===== src/rtl/alu_issue_decoder.sv =====
// ---------------------------------------------------------------------------
// alu_issue_decoder
//
// One registered decode/issue stage between fetch and execute. Each accepted
// 32-bit MIPS instruction is turned into an ALU bundle: function code, operand
// selects, register indices and extended immediate. After a branch or jump
// bundle (function code 111xxx) is taken by execute, issue is held off until
// execute pulses Resolve_in. Accepted bundles and illegal bundles are counted
// with saturating counters.
//
// Ports
//   Clk_in, Rst_n_in     clock (rising edge), synchronous active-low reset
//   Instr_in, Valid_in   instruction from fetch and its valid
//   Ready_out            stage accepts Instr_in this cycle
//   Func_out             ALU function code
//   Rs_out, Rt_out       source register indices (raw instruction fields)
//   Rd_out               destination register (31 for JAL)
//   Imm_out              extended immediate or jump target {6'b0, instr[25:0]}
//   UseImm_out           ALU B operand is Imm_out
//   ZeroA_out            ALU A operand forced to zero (LUI)
//   RegWrite_out         bundle writes Rd_out
//   Illegal_out          unsupported opcode/funct, travels with the bundle
//   Valid_out, Ready_in  bundle handshake towards execute
//   Resolve_in           one-cycle pulse: outstanding branch/jump resolved
//   Flush_in             kill bundle in stage and the incoming instruction
//   Issued_cnt_out       bundles taken by execute (saturating)
//   Illegal_cnt_out      illegal bundles taken by execute (saturating)
// ---------------------------------------------------------------------------
module alu_issue_decoder #(
    parameter int CNT_W = 16
) (
    input  logic             Clk_in,
    input  logic             Rst_n_in,
    input  logic [31:0]      Instr_in,
    input  logic             Valid_in,
    output logic             Ready_out,
    output logic [5:0]       Func_out,
    output logic [4:0]       Rs_out,
    output logic [4:0]       Rt_out,
    output logic [4:0]       Rd_out,
    output logic [31:0]      Imm_out,
    output logic             UseImm_out,
    output logic             ZeroA_out,
    output logic             RegWrite_out,
    output logic             Valid_out,
    input  logic             Ready_in,
    input  logic             Resolve_in,
    input  logic             Flush_in,
    output logic             Illegal_out,
    output logic [CNT_W-1:0] Issued_cnt_out,
    output logic [CNT_W-1:0] Illegal_cnt_out
);

    // ALU function codes produced by this stage
    localparam logic [5:0] FN_ADD  = 6'b100000;
    localparam logic [5:0] FN_ADDU = 6'b100001;
    localparam logic [5:0] FN_OR   = 6'b100101;
    localparam logic [5:0] FN_SLT  = 6'b101010;
    localparam logic [5:0] FN_SLTU = 6'b101011;
    localparam logic [5:0] FN_BLTZ = 6'b111000;
    localparam logic [5:0] FN_BGEZ = 6'b111001;
    localparam logic [5:0] FN_J    = 6'b111010;
    localparam logic [5:0] FN_JR   = 6'b111011;

    typedef enum logic {
        ST_RUN,
        ST_WAIT
    } state_t;

    // -----------------------------------------------------------------------
    // Instruction fields
    // -----------------------------------------------------------------------
    logic [5:0]  opcode;
    logic [5:0]  funct;
    logic [4:0]  rs_field;
    logic [4:0]  rt_field;
    logic [4:0]  rd_field;
    logic [31:0] imm_sext;
    logic [31:0] imm_zext;

    assign opcode   = Instr_in[31:26];
    assign funct    = Instr_in[5:0];
    assign rs_field = Instr_in[25:21];
    assign rt_field = Instr_in[20:16];
    assign rd_field = Instr_in[15:11];
    assign imm_sext = {{16{Instr_in[15]}}, Instr_in[15:0]};
    assign imm_zext = {16'h0000, Instr_in[15:0]};

    // -----------------------------------------------------------------------
    // Combinational decode of Instr_in
    // -----------------------------------------------------------------------
    logic [5:0]  dec_func;
    logic [4:0]  dec_rd;
    logic [31:0] dec_imm;
    logic        dec_use_imm;
    logic        dec_zero_a;
    logic        dec_reg_write;
    logic        dec_illegal;

    always_comb begin
        // NOTE: every output of a combinational block gets a default up front,
        // so no path through the case statements can leave it unassigned and
        // infer a latch.
        dec_func      = 6'b000000;
        dec_rd        = 5'd0;
        dec_imm       = 32'h0000_0000;
        dec_use_imm   = 1'b0;
        dec_zero_a    = 1'b0;
        dec_reg_write = 1'b0;
        dec_illegal   = 1'b0;

        case (opcode)
            6'b000000: begin
                case (funct)
                    6'b100000, 6'b100001, 6'b100010, 6'b100011,
                    6'b100100, 6'b100101, 6'b100110, 6'b100111,
                    6'b101010, 6'b101011: begin
                        // R-type ALU ops: the funct field already is the ALU code
                        dec_func      = funct;
                        dec_reg_write = 1'b1;
                        dec_rd        = rd_field;
                    end
                    6'b001000: begin
                        dec_func = FN_JR;
                    end
                    6'b001001: begin
                        dec_func      = FN_JR;
                        dec_reg_write = 1'b1;
                        dec_rd        = rd_field;
                    end
                    default: dec_illegal = 1'b1;
                endcase
            end

            6'b000001: begin
                // REGIMM: only BLTZ (rt=0) and BGEZ (rt=1) are supported
                dec_imm = imm_sext;
                if (rt_field == 5'd0) begin
                    dec_func = FN_BLTZ;
                end else if (rt_field == 5'd1) begin
                    dec_func = FN_BGEZ;
                end else begin
                    dec_imm     = 32'h0000_0000;
                    dec_illegal = 1'b1;
                end
            end

            6'b000010, 6'b000011: begin
                dec_func = FN_J;
                dec_imm  = {6'b000000, Instr_in[25:0]};
                if (opcode[0]) begin
                    // JAL links into $31
                    dec_reg_write = 1'b1;
                    dec_rd        = 5'd31;
                end
            end

            6'b000100, 6'b000101, 6'b000110, 6'b000111: begin
                // BEQ/BNE/BLEZ/BGTZ map onto 1111xx in opcode order
                dec_func = {4'b1111, opcode[1:0]};
                dec_imm  = imm_sext;
            end

            6'b001000, 6'b001001, 6'b001010, 6'b001011: begin
                case (opcode[1:0])
                    2'b00:   dec_func = FN_ADD;
                    2'b01:   dec_func = FN_ADDU;
                    2'b10:   dec_func = FN_SLT;
                    default: dec_func = FN_SLTU;
                endcase
                dec_imm       = imm_sext;
                dec_use_imm   = 1'b1;
                dec_reg_write = 1'b1;
                dec_rd        = rt_field;
            end

            6'b001100, 6'b001101, 6'b001110: begin
                // ANDI/ORI/XORI map onto AND/OR/XOR (1001xx) with zero-extension
                dec_func      = {4'b1001, opcode[1:0]};
                dec_imm       = imm_zext;
                dec_use_imm   = 1'b1;
                dec_reg_write = 1'b1;
                dec_rd        = rt_field;
            end

            6'b001111: begin
                // LUI executes as 0 | (imm << 16)
                dec_func      = FN_OR;
                dec_imm       = {Instr_in[15:0], 16'h0000};
                dec_use_imm   = 1'b1;
                dec_zero_a    = 1'b1;
                dec_reg_write = 1'b1;
                dec_rd        = rt_field;
            end

            6'b100011, 6'b101011: begin
                // LW/SW: ALU computes base + offset; only LW writes back
                dec_func    = FN_ADDU;
                dec_imm     = imm_sext;
                dec_use_imm = 1'b1;
                if (!opcode[3]) begin
                    dec_reg_write = 1'b1;
                    dec_rd        = rt_field;
                end
            end

            default: dec_illegal = 1'b1;
        endcase
    end

    // -----------------------------------------------------------------------
    // Issue FSM: state register / next state / outputs
    // -----------------------------------------------------------------------
    state_t state_q;
    state_t state_d;
    logic   valid_q;
    logic   ready_out;
    logic   accept;
    logic   xfer;
    logic [5:0] func_q;

    // Flush wins over both handshakes
    assign accept = Valid_in & ready_out & ~Flush_in;
    assign xfer   = valid_q & Ready_in & ~Flush_in;

    always_ff @(posedge Clk_in) begin
        // NOTE: clocked state is always updated with non-blocking assignments
        // so every flop samples the pre-edge values of the others.
        if (!Rst_n_in) begin
            state_q <= ST_RUN;
        end else begin
            state_q <= state_d;
        end
    end

    always_comb begin
        state_d = state_q;
        if (Flush_in) begin
            state_d = ST_RUN;
        end else begin
            case (state_q)
                ST_RUN: begin
                    // Resolve_in is ignored here; only a branch/jump leaving
                    // the stage starts the stall
                    if (xfer && (func_q[5:3] == 3'b111)) begin
                        state_d = ST_WAIT;
                    end
                end
                ST_WAIT: begin
                    if (Resolve_in) begin
                        state_d = ST_RUN;
                    end
                end
                default: state_d = ST_RUN;
            endcase
        end
    end

    always_comb begin
        ready_out = (state_q == ST_RUN) & (~valid_q | Ready_in);
    end

    // -----------------------------------------------------------------------
    // Bundle register and counters
    // -----------------------------------------------------------------------
    logic              valid_d;
    logic [5:0]        func_d;
    logic [4:0]        rs_q, rs_d;
    logic [4:0]        rt_q, rt_d;
    logic [4:0]        rd_q, rd_d;
    logic [31:0]       imm_q, imm_d;
    logic              use_imm_q, use_imm_d;
    logic              zero_a_q, zero_a_d;
    logic              reg_write_q, reg_write_d;
    logic              illegal_q, illegal_d;
    logic [CNT_W-1:0]  issued_cnt_q, issued_cnt_d;
    logic [CNT_W-1:0]  illegal_cnt_q, illegal_cnt_d;

    always_comb begin
        valid_d     = valid_q;
        func_d      = func_q;
        rs_d        = rs_q;
        rt_d        = rt_q;
        rd_d        = rd_q;
        imm_d       = imm_q;
        use_imm_d   = use_imm_q;
        zero_a_d    = zero_a_q;
        reg_write_d = reg_write_q;
        illegal_d   = illegal_q;

        if (Flush_in) begin
            valid_d = 1'b0;
        end else if (accept) begin
            // A new instruction may enter in the same cycle the old bundle leaves
            valid_d     = 1'b1;
            func_d      = dec_func;
            rs_d        = rs_field;
            rt_d        = rt_field;
            rd_d        = dec_rd;
            imm_d       = dec_imm;
            use_imm_d   = dec_use_imm;
            zero_a_d    = dec_zero_a;
            reg_write_d = dec_reg_write;
            illegal_d   = dec_illegal;
        end else if (xfer) begin
            valid_d = 1'b0;
        end

        issued_cnt_d  = issued_cnt_q;
        illegal_cnt_d = illegal_cnt_q;
        if (xfer && (issued_cnt_q != {CNT_W{1'b1}})) begin
            issued_cnt_d = issued_cnt_q + CNT_W'(1);
        end
        if (xfer && illegal_q && (illegal_cnt_q != {CNT_W{1'b1}})) begin
            illegal_cnt_d = illegal_cnt_q + CNT_W'(1);
        end
    end

    always_ff @(posedge Clk_in) begin
        if (!Rst_n_in) begin
            valid_q       <= 1'b0;
            func_q        <= 6'b000000;
            rs_q          <= 5'd0;
            rt_q          <= 5'd0;
            rd_q          <= 5'd0;
            imm_q         <= 32'h0000_0000;
            use_imm_q     <= 1'b0;
            zero_a_q      <= 1'b0;
            reg_write_q   <= 1'b0;
            illegal_q     <= 1'b0;
            issued_cnt_q  <= '0;
            illegal_cnt_q <= '0;
        end else begin
            valid_q       <= valid_d;
            func_q        <= func_d;
            rs_q          <= rs_d;
            rt_q          <= rt_d;
            rd_q          <= rd_d;
            imm_q         <= imm_d;
            use_imm_q     <= use_imm_d;
            zero_a_q      <= zero_a_d;
            reg_write_q   <= reg_write_d;
            illegal_q     <= illegal_d;
            issued_cnt_q  <= issued_cnt_d;
            illegal_cnt_q <= illegal_cnt_d;
        end
    end

    assign Ready_out       = ready_out;
    assign Valid_out       = valid_q;
    assign Func_out        = func_q;
    assign Rs_out          = rs_q;
    assign Rt_out          = rt_q;
    assign Rd_out          = rd_q;
    assign Imm_out         = imm_q;
    assign UseImm_out      = use_imm_q;
    assign ZeroA_out       = zero_a_q;
    assign RegWrite_out    = reg_write_q;
    assign Illegal_out     = illegal_q;
    assign Issued_cnt_out  = issued_cnt_q;
    assign Illegal_cnt_out = illegal_cnt_q;

endmodule

===== config.mk =====
export PLATFORM = sky130hd
export DESIGN_NAME = alu_issue_decoder
export DESIGN_NICKNAME = d
export VERILOG_FILES = /design/src/rtl/alu_issue_decoder.sv
export SDC_FILE = /design/constraint.sdc
export NUM_CORES = 1
export LEC_CHECK = 0
export CAP_MARGIN = 20
export CORE_UTILIZATION = 40
export CTS_BUF_LIST = sky130_fd_sc_hd__clkbuf_4 sky130_fd_sc_hd__clkbuf_8
export DETAILED_ROUTE_END_ITERATION = 10
export GPL_TIMING_DRIVEN = 0
export PLACE_DENSITY = 0.72
export REMOVE_ABC_BUFFERS = 1
export SETUP_SLACK_MARGIN = 0.3
export SLEW_MARGIN = 0
export SYNTH_ARGS = -nofsm -noshare
export SYNTH_HDL_FRONTEND = slang
export SYNTH_SLANG_ARGS = --single-unit

===== constraint.sdc =====
create_clock -name Clk_in -period 2.9 [get_ports Clk_in]
set_input_delay 0.435 -clock Clk_in [delete_from_list [all_inputs] [get_ports Clk_in]]
set_output_delay 0.435 -clock Clk_in [all_outputs]
set_load 0.005 [all_outputs]

==> results of run 1 <==
metal layers:
metal | share of wire [%] | vias to the layer above
met5 | 0 | -
met4 | 1.4 | 0
met3 | 8.7 | 14
met2 | 48 | 171
met1 | 42 | 2108
li1 | - | 2167
flip-flops by register name, summed over array words and instances (netlist names):
register	count
Rd_out	5
RegWrite_out	1
Valid_out	1
state_q	1
Illegal_out	1
Func_out	6
Illegal_cnt_out	16
Issued_cnt_out	16
Rt_out	5
ZeroA_out	1
Rs_out	5
UseImm_out	1
Imm_out	32
worst max path at each step:
| stage | startpoint | endpoint | cells after the start |
|---|---|---|---|
| 2_1_floorplan | Valid_out | Imm_out[16] | 5 |
| 5_1_grt | Ready_in | Rd_out[2] | 6 |
| 4_1_cts | Ready_in | Rd_out[2] | 6 |
| 3_3_place_gp | Rst_n_in | Issued_cnt_out[12] | 3 |
| 3_5_place_dp | Ready_in | Imm_out[17] | 6 |
| 6_report | Ready_in | Rd_out[2] | 6 |
area by class of cell:
| cell class | instances | area [sq um] | area share (%) |
|---|---|---|---|
| Timing Repair Buffer | 133 | 1350 | 22.6 |
| Multi-Input combinational cell | 401 | 2370 | 39.9 |
| Inverter | 11 | 41.3 | 0.693 |
| Tap cell | 136 | 170 | 2.86 |
| Sequential cell | 91 | 1820 | 30.6 |
| Clock buffer | 9 | 124 | 2.08 |
| Clock inverter | 7 | 77.6 | 1.30 |
worst reg2reg max path: stages, from the launching register on:
cell and delay (ns):
dfxtp_1 0.38, nor2b_4 0.17, or4b_4 0.82, a211oi_4 0.47, a21oi_1 0.08, a211oi_1 0.27
power groups by stage:
stage	Clock (uW)	Combinational (uW)	Sequential (uW)
2_1_floorplan	0	92.2	1300
3_3_place_gp	0	238	1300
3_5_place_dp	0	252	1300
4_1_cts	909	255	1270
5_1_grt	961	276	1270
6_report	891	255	1270
Yosys cell counts (all sizes together) (3+ instances only):
cell | n | share of area (%)
nand3 | 50 | 5.7
a22o | 10 | 2.0
o211a | 4 | 0.91
nor2 | 34 | 3.0
nand4 | 10 | 1.4
xnor2 | 13 | 2.6
mux2i | 6 | 1.4
o21ai | 40 | 4.5
and3 | 9 | 1.3
and4 | 7 | 1.4
nand2 | 70 | 6.0
buf | 17 | 2.4
a31oi | 5 | 0.71
nor2b | 3 | 0.59
clkbuf | 20 | 1.7
dfxtp | 91 | 41
nand4b | 3 | 0.60
a22oi | 3 | 0.51
xor2 | 4 | 0.79
and2 | 4 | 0.57
nor4 | 5 | 0.85
nor3 | 13 | 1.7
a211oi | 11 | 2.2
a221oi | 9 | 1.8
nand2b | 9 | 1.3
a21oi | 48 | 5.4
inv | 11 | 0.94
kinds of logic after synthesis:
group,after synthesis,share of synthesized area (%)
AOI/OAI and AO/OA,147,21.4
DFF,91,41.3
buffers and inverters,48,5.02
muxes,7,1.62
and+or+nand+nor,228,26.8
xor gates and xnor gates,17,3.37
adders and majority gates,2,0.567
what timing repair did:
action                     4_1_cts  5_1_grt
setup buffers                    1        0
setup endpoints to repair       32        0
resized for setup                1        0
stage by stage:
| step | cells | area, sq um |
|---|---|---|
| 2_1_floorplan | 503 | 4240 |
| 3_3_place_gp | 767 | 5690 |
| 3_5_place_dp | 771 | 5740 |
| 4_1_cts | 788 | 5950 |
| 5_1_grt | 788 | 5950 |
| 6_report | 788 | 5950 |
placed cells by master (no fill, tap or decap), types with 10 or more instances in the layout:
cell type        netlist  routed
nor2_1                32      32
inv_1                 11      10
a22o_1                10      10
xnor2_1               13      13
a21oi_1               48      48
a211oi_1              10      10
dfxtp_1               91      91
nand3_1               50      50
nand2_1               70      70
o21ai_0               34      34
nor3_1                12      12
clkdlybuf4s50_1        0     127
nand4_1               10      10
==> impl_metrics.csv, run 1 <==
group,metric,value,unit
run_status,run_status,"completed",
power_and_ir_drop,seq_power_share,52.5,%
hold_path,min_to,"Rt_out[4]",
grt,antenna_found_initial,0,
hold_path,min_path_cells,2,
power_and_ir_drop,switchingPower,639,uW
worst_setup_path,required,3.16,ns
place,gp_congestion,0.929,
clock_network,clk_latency,0.36,ns
worst_setup_path,cp_slowest_stage_delay,0.82,ns
synthesis,ys_types,63,
floorplan,ios,129,
synthesis,ys_ff_latch,91,
place,dp_slack,-0.693,ns
sta,final-hold-violation-count,0,
clock_network,cts_buffers,9,
finish,final_util,56.7,%
sta,max_freq,402,MHz
clock_network,clock_sinks,91,
sta,rsz0062_at_grt,"no",
hold_path,hold_class,"flop to flop",
place,portBuffers,128,
synthesis,ys_warn_count,0,
route,first_iter_violations,282,
grt,grt_overflow,0,
grt,grt_pass1_vias,4218,
worst_setup_path,reg2reg_to,"Rd_out[2]",
clock_network,holdBufCountCts,0,
power_and_ir_drop,peakVddDrop,0.258,mV
synthesis,synth_edf_count,0,
route,drc,0,
sta,slew_headroom,44.6,%
worst_setup_path,crit_buf_inv,1,
finish,fillers,985,
grt,top_usage_layer,"met2",
power_and_ir_drop,clockPowerShare,36.9,%
worst_setup_path,critPathTopFamily,"simple AND/OR/NAND/NOR gates",
grt,grt_start_max_net_pins,69,
route,wl_per_cell,16.6,microns
floorplan,die_h,107,microns
sta,tightest_slew,0.828,ns
route,vias,4460,
floorplan,initial_core_util,42.0,%
worst_setup_path,r2r_slack,0.64,ns
grt,grt_util_all_layers,23.0,%
sta,finalSetupViolations,0,
worst_setup_path,crit_path_end_kind,"flop",
worst_setup_path,critPathLaunchType,"input port",
sta,hold_ws,0.458,ns
power_and_ir_drop,p_leak,0.00203,uW
synthesis,syn-cell-area,4420,sq um
worst_setup_path,cp_slowest_cell,"or4b_4",
power_and_ir_drop,power.total,2420,uW
synthesis,synthArstFlopShare,0,%
finish,syn_to_final_growth,34.9,%
clock_network,cts_tree,"done",
synthesis,netlist_instances,540,
route,vias_per_cell,5.66,
finish,nNetsFinal,687,
worst_setup_path,worstPathArrival,2.75,ns
clock_network,cts_max_level,3,
hold_path,worstHoldStart,"Rt_out[4]",
power_and_ir_drop,power.density,406,nW/um^2
flow_run,maxCapViolCount,0,
power_and_ir_drop,intPower,1780,uW
floorplan,fp.coreArea,10500,sq um
worst_setup_path,critPathKind,"input port to flop",
clock_network,cts_buffer_depth,2,
worst_setup_path,reg2regPathDepth,5,
sta,fin_ws,0.413,ns
power_and_ir_drop,switching_share,26.5,%
sta,slew_viol_final,0,
floorplan,die_w,107,microns
grt,grt_first_pass_wirelength,20.9,mm
sta,finalCritPeriodShare,85.8,%
floorplan,row_count,37,
worst_setup_path,critPathMaxFanout,68,
synthesis,syn_area_per_cell,8.18,sq um
floorplan,dieArea,11500,sq um
synthesis,synth-seq-area-share,41.3,%
route,postRouteAntennaNets,0,
sta,min_period,2.49,ns
grt,met1_usage,28.2,%
worst_setup_path,rr_startpoint,"Valid_out",
power_and_ir_drop,p_comb_share,10.6,%
place,post-dp-hpwl,9.17,mm
finish,drive_gt1_share,5.21,%
grt,met3_usage,6.93,%
clock_network,cts_root_buffer,"clkbuf_8",
route,drt_wl_total,13.0,mm
grt,grt_use_met2,38.4,%
clock_network,path_clk_slew,0.10,ns
route,drt_first_pass_iters,6,
sta,clock_skew,0.00959,ns
worst_setup_path,path_cells,"clkdlybuf4s50_1 -> nor2b_4 -> or4b_4 -> a211oi_4 -> a21oi_1 -> a211oi_1",
sta,setup_tns,0,ns
finish,diodes,0,
synthesis,ys.flop_type,"dfxtp_1",
(Power assumes the default switching activity.)
==> run 2, diff against run 1 <==
clock period = 3 ns   (was 2.9 ns; I/O delays follow)
==> results of run 2 <==
The final DEF is identical to that of run 1. Status: completed.
Main changes from that run: setup slack after placement -0.693 ns -> -0.608 ns; setup slack after layout 0.413 ns -> 0.498 ns; register-to-register setup slack 0.64 ns -> 0.74 ns; total power 2420 uW -> 2330 uW; worst IR drop on VDD 0.258 mV -> 0.250 mV
==> run 3, diff against run 2 <==
PLACE_DENSITY = 0.75   (was 0.72)
clock period = 2.1 ns   (was 3 ns; I/O delays follow)
==> impl_metrics.csv, run 3 (synthesis gave the netlist of run 1 again) <==
group,metric,value,unit
run_status,run_status,"completed",
route,wl_per_cell,18.0,microns
power_and_ir_drop,clockPowerShare,34.7,%
sta,tightest_slew,0.601,ns
sta,clock_skew,0.00868,ns
route,vias_per_cell,5.85,
place,portBuffers,128,
finish,diodes,0,
route,drt_wl_total,14.7,mm
grt,grt_util_all_layers,25.5,%
hold_path,min_path_cells,3,
worst_setup_path,cp_slowest_cell,"or4b_4",
route,drt_first_pass_iters,5,
route,drc,0,
finish,largest_reg_flops,32,
finish,final_util,60.8,%
floorplan,initial_core_util,42.0,%
grt,antenna_found_initial,0,
power_and_ir_drop,switching_share,27.0,%
worst_setup_path,path_cells,"nor2b_4 -> or4b_4 -> buf_12 -> a221oi_2 -> a211oi_2",
worst_setup_path,critPathKind,"flop to flop",
route,vias,4758,
sta,setup_tns,0,ns
power_and_ir_drop,p_comb_share,12.7,%
sta,final-hold-violation-count,0,
floorplan,dieArea,11500,sq um
clock_network,cts_root_buffer,"clkbuf_8",
clock_network,cts_buffer_depth,2,
finish,mostFrequentLayoutCells,"clkdlybuf4s50_1, dfxtp_1, nand2_1, nand3_1, a21oi_1",
hold_path,hold_class,"input port to flop",
worst_setup_path,rr_startpoint,"Valid_out",
clock_network,cts_max_level,3,
finish,nNetsFinal,712,
power_and_ir_drop,switchingPower,899,uW
sta,max_freq,556,MHz
place,gp_congestion,0.848,
grt,grt_start_max_net_pins,42,
floorplan,fp.coreArea,10500,sq um
grt,grt_pass1_vias,4525,
flow_run,maxCapViolCount,0,
floorplan,ios,129,
worst_setup_path,critPathMaxFanout,16,
finish,drive_gt1_share,13.1,%
finish,syn_to_final_growth,44.7,%
worst_setup_path,reg2reg_to,"Rd_out[0]",
place,post-dp-hpwl,9.03,mm
worst_setup_path,r2r_slack,0.30,ns
sta,finalCritPeriodShare,85.6,%
power_and_ir_drop,peakVddDrop,0.311,mV
sta,slew_viol_final,0,
floorplan,row_count,37,
sta,rsz0062_at_grt,"yes",
clock_network,cts_tree,"done",
floorplan,die_w,107,microns
clock_network,path_clk_slew,0.09,ns
hold_path,min_to,"Rd_out[3]",
clock_network,clock_sinks,91,
route,first_iter_violations,278,
worst_setup_path,critPathLaunchType,"flop",
route,postRouteAntennaNets,0,
worst_setup_path,reg2regPathDepth,5,
grt,grt_first_pass_wirelength,22.9,mm
clock_network,holdBufCountCts,0,
worst_setup_path,required,2.37,ns
clock_network,cts_buffers,9,
power_and_ir_drop,seq_power_share,52.6,%
power_and_ir_drop,p_leak,0.00230,uW
sta,finalSetupViolations,0,
grt,grt_overflow,0,
worst_setup_path,cp_slowest_stage_delay,0.55,ns
clock_network,clk_latency,0.38,ns
hold_path,worstHoldStart,"Instr_in[19]",
sta,min_period,1.80,ns
power_and_ir_drop,intPower,2430,uW
sta,slew_headroom,59.9,%
worst_setup_path,worstPathArrival,2.07,ns
floorplan,die_h,107,microns
worst_setup_path,crit_path_end_kind,"flop",
power_and_ir_drop,power.density,520,nW/um^2
finish,final_common_cell,"clkdlybuf4s50_1",
==> run 3: cell count changes in the layout (fill, tap and decap cells not counted), sizes merged, moves of 2 or more <==
cell / before / now
buf: 6 / 27
clkbuf: 9 / 13
clkdlybuf4s50: 127 / 109
clkinv: 5 / 2
clkinvlp: 0 / 2
dlygate4sd2: 0 / 9
dlymetal6s2s: 0 / 8
or4b: 1 / 3
==> run 3: power groups by stage <==
stage | clock network, uW | registers [uW] | logic [uW]
2_1_floorplan | 0 | 1790 | 127
3_3_place_gp | 0 | 1790 | 329
6_report | 1150 | 1750 | 423
5_1_grt | 1230 | 1750 | 450
4_1_cts | 1170 | 1750 | 403
3_5_place_dp | 0 | 1790 | 349
==> run 3: worst max-delay path, delay by kind of cell, from the launching register on <==
family                 cells  cell delay [ns]
AOI/OAI and AO/OA          2             0.43
and+or+nand+nor            2             0.69
buffers and inverters      1             0.18
DFF                        1             0.37
==> run 3: how the worst max path moves through the flow <==
stage,from,end
2_1_floorplan,Valid_out,Imm_out[16]
3_5_place_dp,Ready_in,Imm_out[21]
4_1_cts,Valid_out,Rd_out[0]
5_1_grt,Illegal_cnt_out[0],Illegal_cnt_out[14]
3_3_place_gp,Rst_n_in,Issued_cnt_out[12]
6_report,Valid_out,Rd_out[0]
==> run 3: layout make-up <==
class / instances / area [sq um]
tap: 136 / 170
fill: 917 / 4120
multi-input combinational: 405 / 2580
inverter: 11 / 41.3
clock buffer: 12 / 159
timing repair buffer: 154 / 1580
sequential: 91 / 1830
clock inverter: 4 / 25.0
==> run 3: what timing repair did <==
item                                    in CTS  in global routing
buffers inserted                            15                  7
endpoints found under the setup margin      62                 43
gates resized for setup                     36                 31
pin swaps                                   11                 12
gates cloned                                 3                  1
hold endpoints to repair                     0                  0
==> run 3: layer usage <==
metal  routed length [microns]  vias to the layer above  part of all wire, %  global-route usage, %
met5                         0                        -                    0                      0
li1                          -                     2236                    -                      -
met2                      6930                      232                   47                   42.4
met3                      1430                       37                  9.7                   6.50
met1                      5950                     2253                   41                   30.9
met4                       347                        0                  2.4                   11.0
==> run 3: metrics by stage <==
stage          cells  instance area (sq um)  hold slack (ns)  worst slack, ns  total power (uW)
3_5_place_dp     771                   5750            0.448            -1.43              2140
5_1_grt          813                   6390            0.346            0.168              3430
4_1_cts          805                   6220            0.358            0.299              3320
3_3_place_gp     767                   5690            0.438            -2.48              2120
6_report         813                   6390            0.316            0.303              3330
2_1_floorplan    503                   4240            0.446           0.0273              1920
